File: config.mk
export PLATFORM = sky130hd
export DESIGN_NAME = uart_rx_fifo_flat
export DESIGN_NICKNAME = d
export VERILOG_FILES = /design/src/rtl/uart_pkg.sv /design/src/rtl/uart_rx_fifo_if.sv /design/src/rtl/uart_fifo_ram.sv /design/src/rtl/uart_rx_fifo.sv /design/src/flat_wrapper.sv
export SDC_FILE = /design/constraint.sdc
export NUM_CORES = 1
export LEC_CHECK = 0
export CAP_MARGIN = 30
export CORE_ASPECT_RATIO = 1.4
export CORE_MARGIN = 5
export CORE_UTILIZATION = 59
export CTS_CLUSTER_SIZE = 28
export DETAILED_ROUTE_END_ITERATION = 16
export PLACE_DENSITY = 0.79
export SLEW_MARGIN = 20
export SYNTH_ARGS = -nofsm -noshare
export SYNTH_HDL_FRONTEND = slang
export SYNTH_SLANG_ARGS = --single-unit
File: constraint.sdc
create_clock -name clk -period 3.66 [get_ports clk]
set_input_delay 0.366 -clock clk [delete_from_list [all_inputs] [get_ports clk]]
set_output_delay 0.366 -clock clk [all_outputs]
set_load 0.01 [all_outputs]
File: src/rtl/uart_pkg.sv
// Shared types and constants for the UART receive path.
// Latency: n/a (declarations only).
// Backpressure: n/a.
package uart_pkg;

    localparam int UART_DATA_W     = 8;
    localparam int UART_FIFO_DEPTH = 16;
    localparam int UART_AF_THRESH  = 12;

    // FIFO status word, also consumed by the MMIO register block.
    typedef struct packed {
        logic empty;
        logic full;
        logic almost_full;
        logic overrun;
    } fifo_status_t;

endpackage

File: src/rtl/uart_rx_fifo_if.sv
// Bus between the RX byte stream / MMIO reader and the receive FIFO.
// Latency: n/a (wiring only).
// Backpressure: in_valid/in_ready stream on the write side, rd_en strobe on the read side.
// master: RX engine + MMIO side (drives in_*, rd_en, flush, ovr_clr)
// slave : FIFO side (drives in_ready, rd_*, count and flags)
interface uart_rx_fifo_if
    import uart_pkg::*;
#(
    parameter int DATA_W = UART_DATA_W,
    parameter int DEPTH  = UART_FIFO_DEPTH
);
    logic                     in_valid;
    logic                     in_ready;
    logic [DATA_W-1:0]        in_data;
    logic                     rd_en;
    logic [DATA_W-1:0]        rd_data;
    logic                     rd_valid;
    logic                     flush;
    logic                     ovr_clr;
    logic [$clog2(DEPTH):0]   count;
    logic                     empty;
    logic                     full;
    logic                     almost_full;
    logic                     overrun;

    modport master (
        output in_valid, in_data, rd_en, flush, ovr_clr,
        input  in_ready, rd_data, rd_valid, count, empty, full, almost_full, overrun
    );

    modport slave (
        input  in_valid, in_data, rd_en, flush, ovr_clr,
        output in_ready, rd_data, rd_valid, count, empty, full, almost_full, overrun
    );
endinterface

File: src/rtl/uart_fifo_ram.sv
// Simple dual-port storage for the RX FIFO, DEPTH x DATA_W, LUTRAM style.
// Latency: write lands on the clock edge, read is combinational from raddr.
// Backpressure: none; caller gates we.
// Ports: clk, we/waddr/wdata (write port), raddr/rdata (read port).
module uart_fifo_ram #(
    parameter int DEPTH  = 16,
    parameter int DATA_W = 8
) (
    input  logic                     clk,
    input  logic                     we,
    input  logic [$clog2(DEPTH)-1:0] waddr,
    input  logic [DATA_W-1:0]        wdata,
    input  logic [$clog2(DEPTH)-1:0] raddr,
    output logic [DATA_W-1:0]        rdata
);
    logic [DATA_W-1:0] mem [DEPTH];

    // No reset on storage: validity is tracked by the pointers/count.
    always_ff @(posedge clk) begin
        if (we) begin
            mem[waddr] <= wdata;
        end
    end

    assign rdata = mem[raddr];
endmodule

File: src/rtl/uart_rx_fifo.sv
// Receive buffer after the UART RX engine: circular FIFO, FWFT read side, level/flags, sticky overrun.
// Latency: byte pushed in cycle N is visible on rd_data/rd_valid in cycle N+1.
// Backpressure: in_ready = !full (registered) and low during flush; a stall while full sets overrun.
// Ports: clk, rst (async active-high), bus (uart_rx_fifo_if.slave: stream in, read strobe, flush, ovr_clr, count, flags).
module uart_rx_fifo
    import uart_pkg::*;
#(
    parameter int DEPTH     = UART_FIFO_DEPTH,
    parameter int DATA_W    = UART_DATA_W,
    parameter int AF_THRESH = UART_AF_THRESH
) (
    input  logic          clk,
    input  logic          rst,
    uart_rx_fifo_if.slave bus
);
    localparam int AW = $clog2(DEPTH);
    localparam int CW = AW + 1;

    logic [AW-1:0]     wr_ptr;
    logic [AW-1:0]     rd_ptr;
    logic [CW-1:0]     cnt;
    logic              ovr;
    logic              push;
    logic              pop;
    logic              ovr_set;
    logic [DATA_W-1:0] ram_rdata;
    fifo_status_t      st;

    always_comb begin
        st.empty       = (cnt == '0);
        st.full        = (cnt == CW'(DEPTH));
        st.almost_full = (cnt >= CW'(AF_THRESH));
        st.overrun     = ovr;
    end

    // in_ready comes only from the registered count, so a same-cycle pop
    // cannot open a slot for a push when full.
    assign bus.in_ready = !st.full && !bus.flush;
    assign push         = bus.in_valid && bus.in_ready;
    assign pop          = bus.rd_en && !st.empty && !bus.flush;

    // Only a stall caused by a full FIFO counts as overrun; the flush-cycle
    // refusal is a deliberate discard, not an upstream stall.
    assign ovr_set = bus.in_valid && st.full && !bus.flush;

    always_ff @(posedge clk or posedge rst) begin
        if (rst) begin
            wr_ptr <= '0;
            rd_ptr <= '0;
            cnt    <= '0;
        end else if (bus.flush) begin
            wr_ptr <= '0;
            rd_ptr <= '0;
            cnt    <= '0;
        end else begin
            if (push) begin
                wr_ptr <= wr_ptr + AW'(1);
            end
            if (pop) begin
                rd_ptr <= rd_ptr + AW'(1);
            end
            case ({push, pop})
                2'b10:   cnt <= cnt + CW'(1);
                2'b01:   cnt <= cnt - CW'(1);
                default: cnt <= cnt;
            endcase
        end
    end

    // Set beats clear when both happen in the same cycle.
    always_ff @(posedge clk or posedge rst) begin
        if (rst) begin
            ovr <= 1'b0;
        end else if (ovr_set) begin
            ovr <= 1'b1;
        end else if (bus.ovr_clr) begin
            ovr <= 1'b0;
        end
    end

    uart_fifo_ram #(
        .DEPTH  (DEPTH),
        .DATA_W (DATA_W)
    ) u_ram (
        .clk   (clk),
        .we    (push),
        .waddr (wr_ptr),
        .wdata (bus.in_data),
        .raddr (rd_ptr),
        .rdata (ram_rdata)
    );

    // Stale RAM contents are masked so an empty FIFO always reads zero.
    assign bus.rd_data     = st.empty ? '0 : ram_rdata;
    assign bus.rd_valid    = !st.empty;
    assign bus.count       = cnt;
    assign bus.empty       = st.empty;
    assign bus.full        = st.full;
    assign bus.almost_full = st.almost_full;
    assign bus.overrun     = st.overrun;
endmodule

File: src/flat_wrapper.sv
// flat-port wrapper written by rule: the top's interface ports become plain ports
module uart_rx_fifo_flat import uart_pkg::*;
#(
    parameter int DEPTH     = UART_FIFO_DEPTH,
    parameter int DATA_W    = UART_DATA_W,
    parameter int AF_THRESH = UART_AF_THRESH
)
  (clk, rst, bus_in_valid, bus_in_data, bus_rd_en, bus_flush, bus_ovr_clr, bus_in_ready, bus_rd_data, bus_rd_valid, bus_count, bus_empty, bus_full, bus_almost_full, bus_overrun);
  uart_rx_fifo_if #(.DATA_W(DATA_W), .DEPTH(DEPTH)) bus_i ();
  input  logic clk;
  input  logic rst;
  input wire logic [$bits(bus_i.in_valid)-1:0] bus_in_valid;
  input wire logic [$bits(bus_i.in_data)-1:0] bus_in_data;
  input wire logic [$bits(bus_i.rd_en)-1:0] bus_rd_en;
  input wire logic [$bits(bus_i.flush)-1:0] bus_flush;
  input wire logic [$bits(bus_i.ovr_clr)-1:0] bus_ovr_clr;
  output wire logic [$bits(bus_i.in_ready)-1:0] bus_in_ready;
  output wire logic [$bits(bus_i.rd_data)-1:0] bus_rd_data;
  output wire logic [$bits(bus_i.rd_valid)-1:0] bus_rd_valid;
  output wire logic [$bits(bus_i.count)-1:0] bus_count;
  output wire logic [$bits(bus_i.empty)-1:0] bus_empty;
  output wire logic [$bits(bus_i.full)-1:0] bus_full;
  output wire logic [$bits(bus_i.almost_full)-1:0] bus_almost_full;
  output wire logic [$bits(bus_i.overrun)-1:0] bus_overrun;
  assign bus_i.in_valid = bus_in_valid;
  assign bus_i.in_data = bus_in_data;
  assign bus_i.rd_en = bus_rd_en;
  assign bus_i.flush = bus_flush;
  assign bus_i.ovr_clr = bus_ovr_clr;
  assign bus_in_ready = bus_i.in_ready;
  assign bus_rd_data = bus_i.rd_data;
  assign bus_rd_valid = bus_i.rd_valid;
  assign bus_count = bus_i.count;
  assign bus_empty = bus_i.empty;
  assign bus_full = bus_i.full;
  assign bus_almost_full = bus_i.almost_full;
  assign bus_overrun = bus_i.overrun;
  uart_rx_fifo #(.DEPTH(DEPTH), .DATA_W(DATA_W), .AF_THRESH(AF_THRESH)) u_core (.clk(clk), .rst(rst), .bus(bus_i));
endmodule
# Word-level counts from Yosys, hierarchy flattened
# Memories as Yosys holds them, arrays and structs flattened.
# Index checks and enable logic that the tools add are counted.
dict set report word_totals {
  regBits 14
  mem_bits_rw 128
  in_bits 14
  out_inout_bits 19
  word_cells 38
  memories 1
}
# memory words word_bits read_ports rd_clocked_by_memory_dff wr line
set memory_table {}
lappend memory_table {u_core.u_ram.mem 16 8 1 0 1 uart_fifo_ram.sv:16} ;# logic [DATA_W-1:0] mem [DEPTH];
dict set report op_classes {
  addsub 4
  magnitude_cmp 1
  eq_ne 3
  muxes 11
  reduce_logical 14
}
# op n
set ops {}
lappend ops {{4-bit two-way mux} 4}
lappend ops {{5-bit case mux with 2 select lines} 1}
lappend ops {{4-bit by 1-bit adder with 4-bit output, second input constant} 2}
lappend ops {{8-bit two-way mux} 1}
lappend ops {{1-bit logical AND} 6}
lappend ops {{2-bit nonzero test} 3}
lappend ops {{5-bit by 1-bit adder with 5-bit output, second input constant} 1}
lappend ops {{5-bit equality test, second input constant} 1}
lappend ops {{5-bit by 4-bit greater-or-equal comparator with 1-bit output, second input constant} 1}
lappend ops {{5-bit zero test} 1}
lappend ops {{5-bit two-way mux} 1}
lappend ops {{5-bit by 1-bit subtractor with 5-bit output, second input constant} 1}
lappend ops {{1-bit two-way mux} 4}
lappend ops {{1-bit zero test} 3}
lappend ops {{3-bit nonzero test} 1}
lappend ops {{2-bit by 1-bit equality test with 1-bit output, second input constant} 1}
lappend ops {{2-bit equality test, second input constant} 1}

# Depth between registers and ports, before layout
dict set report depth {
  word_depth 7
  mapped_depth 9
}

# Cells and area by module
# From an unflattened synthesis, not the netlist that was laid out.
dict set report unflattened {
  hier_cells 330
  area_unflattened_um2 5990.7
}
# module n_inst cells_per_inst area_each_um2
set by_module_without_submodules {}
lappend by_module_without_submodules {uart_fifo_ram 1 221 4987.3}
lappend by_module_without_submodules {uart_rx_fifo 1 109 1003.5}

# Worst setup path after synthesis
# OpenSTA, ideal clock, no wires.
dict set report synth_timing {
  path_type {register to register}
  startpoint {register u_core.cnt[1] (netlist: u_core.bus.count[1])}
  endpoint {register u_core.cnt[2] (netlist: u_core.bus.count[2])}
  setup_ns 0.134
  t_arrival_ns 2.529
  required_time_ns 3.526
  setup_slack_ns 0.997
  path_stages_with_launch 10
  period_less_slack_ns 2.663
  path_cell_list {dfrtp_1 buf_6 nor4_4 mux2i_1 xor2_1 ha_1 or4b_2 a21oi_1 o211a_1 nor3_1}
}
dict set report synth_via {
  elab_chain_len 7
}
# element line
set synth_rtl {}
lappend synth_rtl {{start: declaration} uart_rx_fifo.sv:21} ;# logic [CW-1:0] cnt;
lappend synth_rtl {{start signal: assignment} uart_rx_fifo.sv:63} ;# 2'b10: cnt <= cnt + CW'(1);
lappend synth_rtl {{start signal: assignment} uart_rx_fifo.sv:64} ;# 2'b01: cnt <= cnt - CW'(1);
lappend synth_rtl {{start signal: assignment} uart_rx_fifo.sv:65} ;# default: cnt <= cnt;
lappend synth_rtl {{5-bit equality test / 5-bit zero test (equally long branches)} {uart_rx_fifo.sv:31, uart_rx_fifo.sv:30}}
lappend synth_rtl {{1-bit zero test (on tied branches)} {uart_rx_fifo.sv:38, uart_rx_fifo.sv:40}}
lappend synth_rtl {{1-bit logical AND (on tied branches)} {uart_rx_fifo.sv:38, uart_rx_fifo.sv:40}}
lappend synth_rtl {{1-bit logical AND (on tied branches)} {uart_rx_fifo.sv:39, uart_rx_fifo.sv:40}}
lappend synth_rtl {{2-bit by 1-bit equality test with 1-bit output / 2-bit equality test (equally long branches)} uart_rx_fifo.sv:62} ;# case ({push, pop})
lappend synth_rtl {{5-bit case mux with 2 select lines} uart_rx_fifo.sv:62}
lappend synth_rtl {{5-bit two-way mux} uart_rx_fifo.sv:51} ;# end else if (bus.flush) begin
# Parallel ways exist; a longest one is shown, timed or not.
# A chain may end at the register's enable or synchronous reset.

# Worst setup path in the final report
dict set report layout_timing {
  startpoint {register u_core.rd_ptr[0]}
  endpoint {output port bus_rd_data[7]}
}
dict set report layout_via {
  elab_chain_len 2
}
# element line
set layout_rtl {}
lappend layout_rtl {{start: declaration} uart_rx_fifo.sv:20} ;# logic [AW-1:0] rd_ptr;
lappend layout_rtl {{start signal: assignment} uart_rx_fifo.sv:60} ;# rd_ptr <= rd_ptr + AW'(1);
lappend layout_rtl {{memory 16 x 8 bit} --}
lappend layout_rtl {{8-bit two-way mux} uart_rx_fifo.sv:94} ;# assign bus.rd_data = st.empty ? '0 : ram_rdata;
lappend layout_rtl {{end: declaration} flat_wrapper.sv:18} ;# output wire logic [$bits(bus_i.rd_data)-1:0] bus_rd_data;
# No other way between the ends.

==> reports/metrics.yaml <==
outcome:
  status: "completed"
sta:
  worstMarginPinSlew_ps: 560
  period_needed_ps: 3130
  relSlewSlack_pct: 62.1
  min_period_over_period_pct: 85.6
  fmax_mhz: 319
  fin_skew_ps: 8.06
  slew_violations: 0
  rsz0062_at_grt: "no"
  hold_viol: 0
  tns_ps: 0
  holdWs_ps: 309
  setup_viol: 0
layout:
  final_cells: 529
  register_area_um2: 4200
  multi_input_area_um2: 1680
  fillers: 583
  final_cell_mix: "edfxtp_1 (128), mux4_2 (32), clkdlybuf4s50_1 (32)"
  final_common_cell: "edfxtp_1"
  nets: 402
  syn_to_final_growth_pct: 18.2
  antennaDiodeCount: 0
  post-route-util_pct: 71.3
  drive_above_1_share_pct: 19.3
worst_setup_path:
  cp_max_fo: 26
  reg2reg_from: "u_core.bus.count[0]"
  r2r_cells: 9
  start_kind: "register"
  end_kind: "output pin"
  rrSetupSlack_ps: 620
  path_class: "register to output pin"
  reg2reg_to: "u_core.bus.count[2]"
  crit_required_ps: 3290
  worstPathArrival_ps: 2770
clocking:
  clkLatencyLatePin_ps: 400
  cts_sinks: 142
  cts_setup_buffers: 0
  htreeDepth: 4
  cts_buffers: 17
  cts_hold_buf: 0
  cts.path.max_buffers: 2
  cts-root-buf: "clkbuf_16"
  path_clk_slew_ps: 60
  cts_tree: "built"
  cts_resized: 0
synth:
  synth_xor_xnor_area_share_pct: 1.17
  synth_flop_cell: "edfxtp_1"
  synth-edff-count: 128
  syn-instance-count: 338
  syn_area_per_cell_um2: 17.8
  synth_nets: 359
  synth_seq_cells: 142
  synth_adder_area_share_pct: 1.46
  synth_mux_area_share_pct: 15.4
  synth_top_family_by_area: "multiplexers"
  synthDistinctLibCells: 47
  synth-simple-area-share_pct: 6.15
  synth_compound_area_share_pct: 3.77
  ys_warn_count: 0
  syn_area_um2: 6000
  synthArstFlopShare_pct: 9.86
  seq_area_frac_synth_pct: 69.9
placement:
  placed_cells: 497
  port_buffers: 32
  place_congestion: 0.879
  dpl.hpwl_mm: 7.38
grt:
  grt_pass1_vias: 3410
  grt_pass1_wl_mm: 19.0
  grt.total_usage_pct: 21.5
  overflow: 0
  antenna_found_initial: 0
  grt_max_degree: 32
die:
  io_pins: 33
  fp.dieArea_um2: 12300
  core_area_um2: 9950
  rows: 43
  die_x_um: 95.3
  die_height_um: 129
  start_util_pct: 60.3
detailed_routing:
  route.detailed.drc: 0
  drt_iter0_drc: 246
  post_drt_wl_per_cell_um: 22.4
  wl_met3_um: 663
  wirelength_mm: 11.9
  vias_per_cell: 6.09
  dr.pass1.iters: 4
  wl_met2_mm: 6.45
  wl_met1_mm: 4.61
  drtAntennaViolNets: 0
  via_count: 3219
  highest_layer: "met4"
pwr:
  p_leak_nw: 2.35
  ir_worst_vdd_mv: 0.511
  total_power_mw: 5.11
  p_per_area_nw_per_um2: 720
worst_hold_path:
  hold_class: "input pin to async pin"
run:
  cap_viol_max_count: 0
-- stage by stage --
stage | setup WS [ps] | area (µm²)
after global placement | 436 | 6490
after CTS | 465 | 7100
after floorplan | 997 | 6000
after detailed placement | 294 | 6490
after global routing | 377 | 7100
final | 526 | 7100
-- metal layers --
layer  track usage (%)  vias up
met5                 0        -
met1              28.1     1668
met2              35.8      106
met3              5.23       10
li1                  -     1435
met4              6.88        0
-- worst max-delay path, cell delays in order (launching register included) --
cell and delay [ps]:
dfrtp_2 590, buf_12 280, mux4_2 530, mux2i_1 270, o22ai_1 140, clkdlybuf4s50_1 530
-- cells by family (layout without fill, tap and decap cells) --
logic type,Yosys count,after routing
multiplexers,52,52
AND/OR/NAND/NOR,63,63
flip-flops,142,142
adder cells (fa/ha/maj),7,7
AO/OA/AOI/OAI,36,36
buffers and inverters,30,86
XOR/XNOR,8,8
-- layout make-up --
cell class                 count  share of cell area [%]
multi-input combinational    166                    23.6
inverter                      12                   0.635
tap                          135                    2.38
sequential                   142                    59.1
clock inverter                12                    2.36
clock buffer                  20                    6.15
timing repair buffer          42                    5.75
-- synth_stat cells (all sizes together), types with 3 or more instances --
cell	n	area share (%)
nor2	13	0.81
nand3	4	0.33
nor4	3	0.56
a21oi	10	0.83
or3	3	0.31
buf	11	1.0
o211ai	3	0.38
dfrtp	14	5.8
nand2	11	0.69
xor2	4	0.58
mux4	32	12
xnor2	4	0.58
o21ai	6	0.50
inv	12	0.75
mux2i	18	3.0
clkbuf	7	0.44
o22ai	8	0.83
and2	12	1.3
edfxtp	128	64
ha	7	1.5
-- report_power, final --
part / total [mW] / internal [mW] / switching [mW] / leakage (nW)
Clock: 1.75 / 1.13 / 0.620 / 0.295
Combinational: 1.39 / 0.731 / 0.663 / 0.713
Sequential: 1.96 / 1.83 / 0.130 / 1.34
Total: 5.11 / 3.70 / 1.41 / 2.35
-- worst max-delay path by stage --
stage / start / end / slack, ps / depth (start not counted)
3_3_place_gp: bus_in_valid / u_core.bus.count[2] / 440 / 9
3_5_place_dp: bus_in_valid / u_core.bus.count[2] / 290 / 9
6_report: u_core.rd_ptr[0] / bus_rd_data[7] / 530 / 5
4_1_cts: u_core.rd_ptr[0] / bus_rd_data[7] / 460 / 5
2_1_floorplan: u_core.bus.count[1] / u_core.bus.count[2] / 1000 / 9
5_1_grt: u_core.rd_ptr[0] / bus_rd_data[7] / 380 / 5
-- flip-flops by register name, indices dropped and copies added (netlist names) --
register	cells
u_core.wr_ptr	4
u_core.bus.count	5
u_core.bus.overrun	1
u_core.u_ram.mem	128
u_core.rd_ptr	4
No activity file was read; power rests on OpenSTA's default activity.
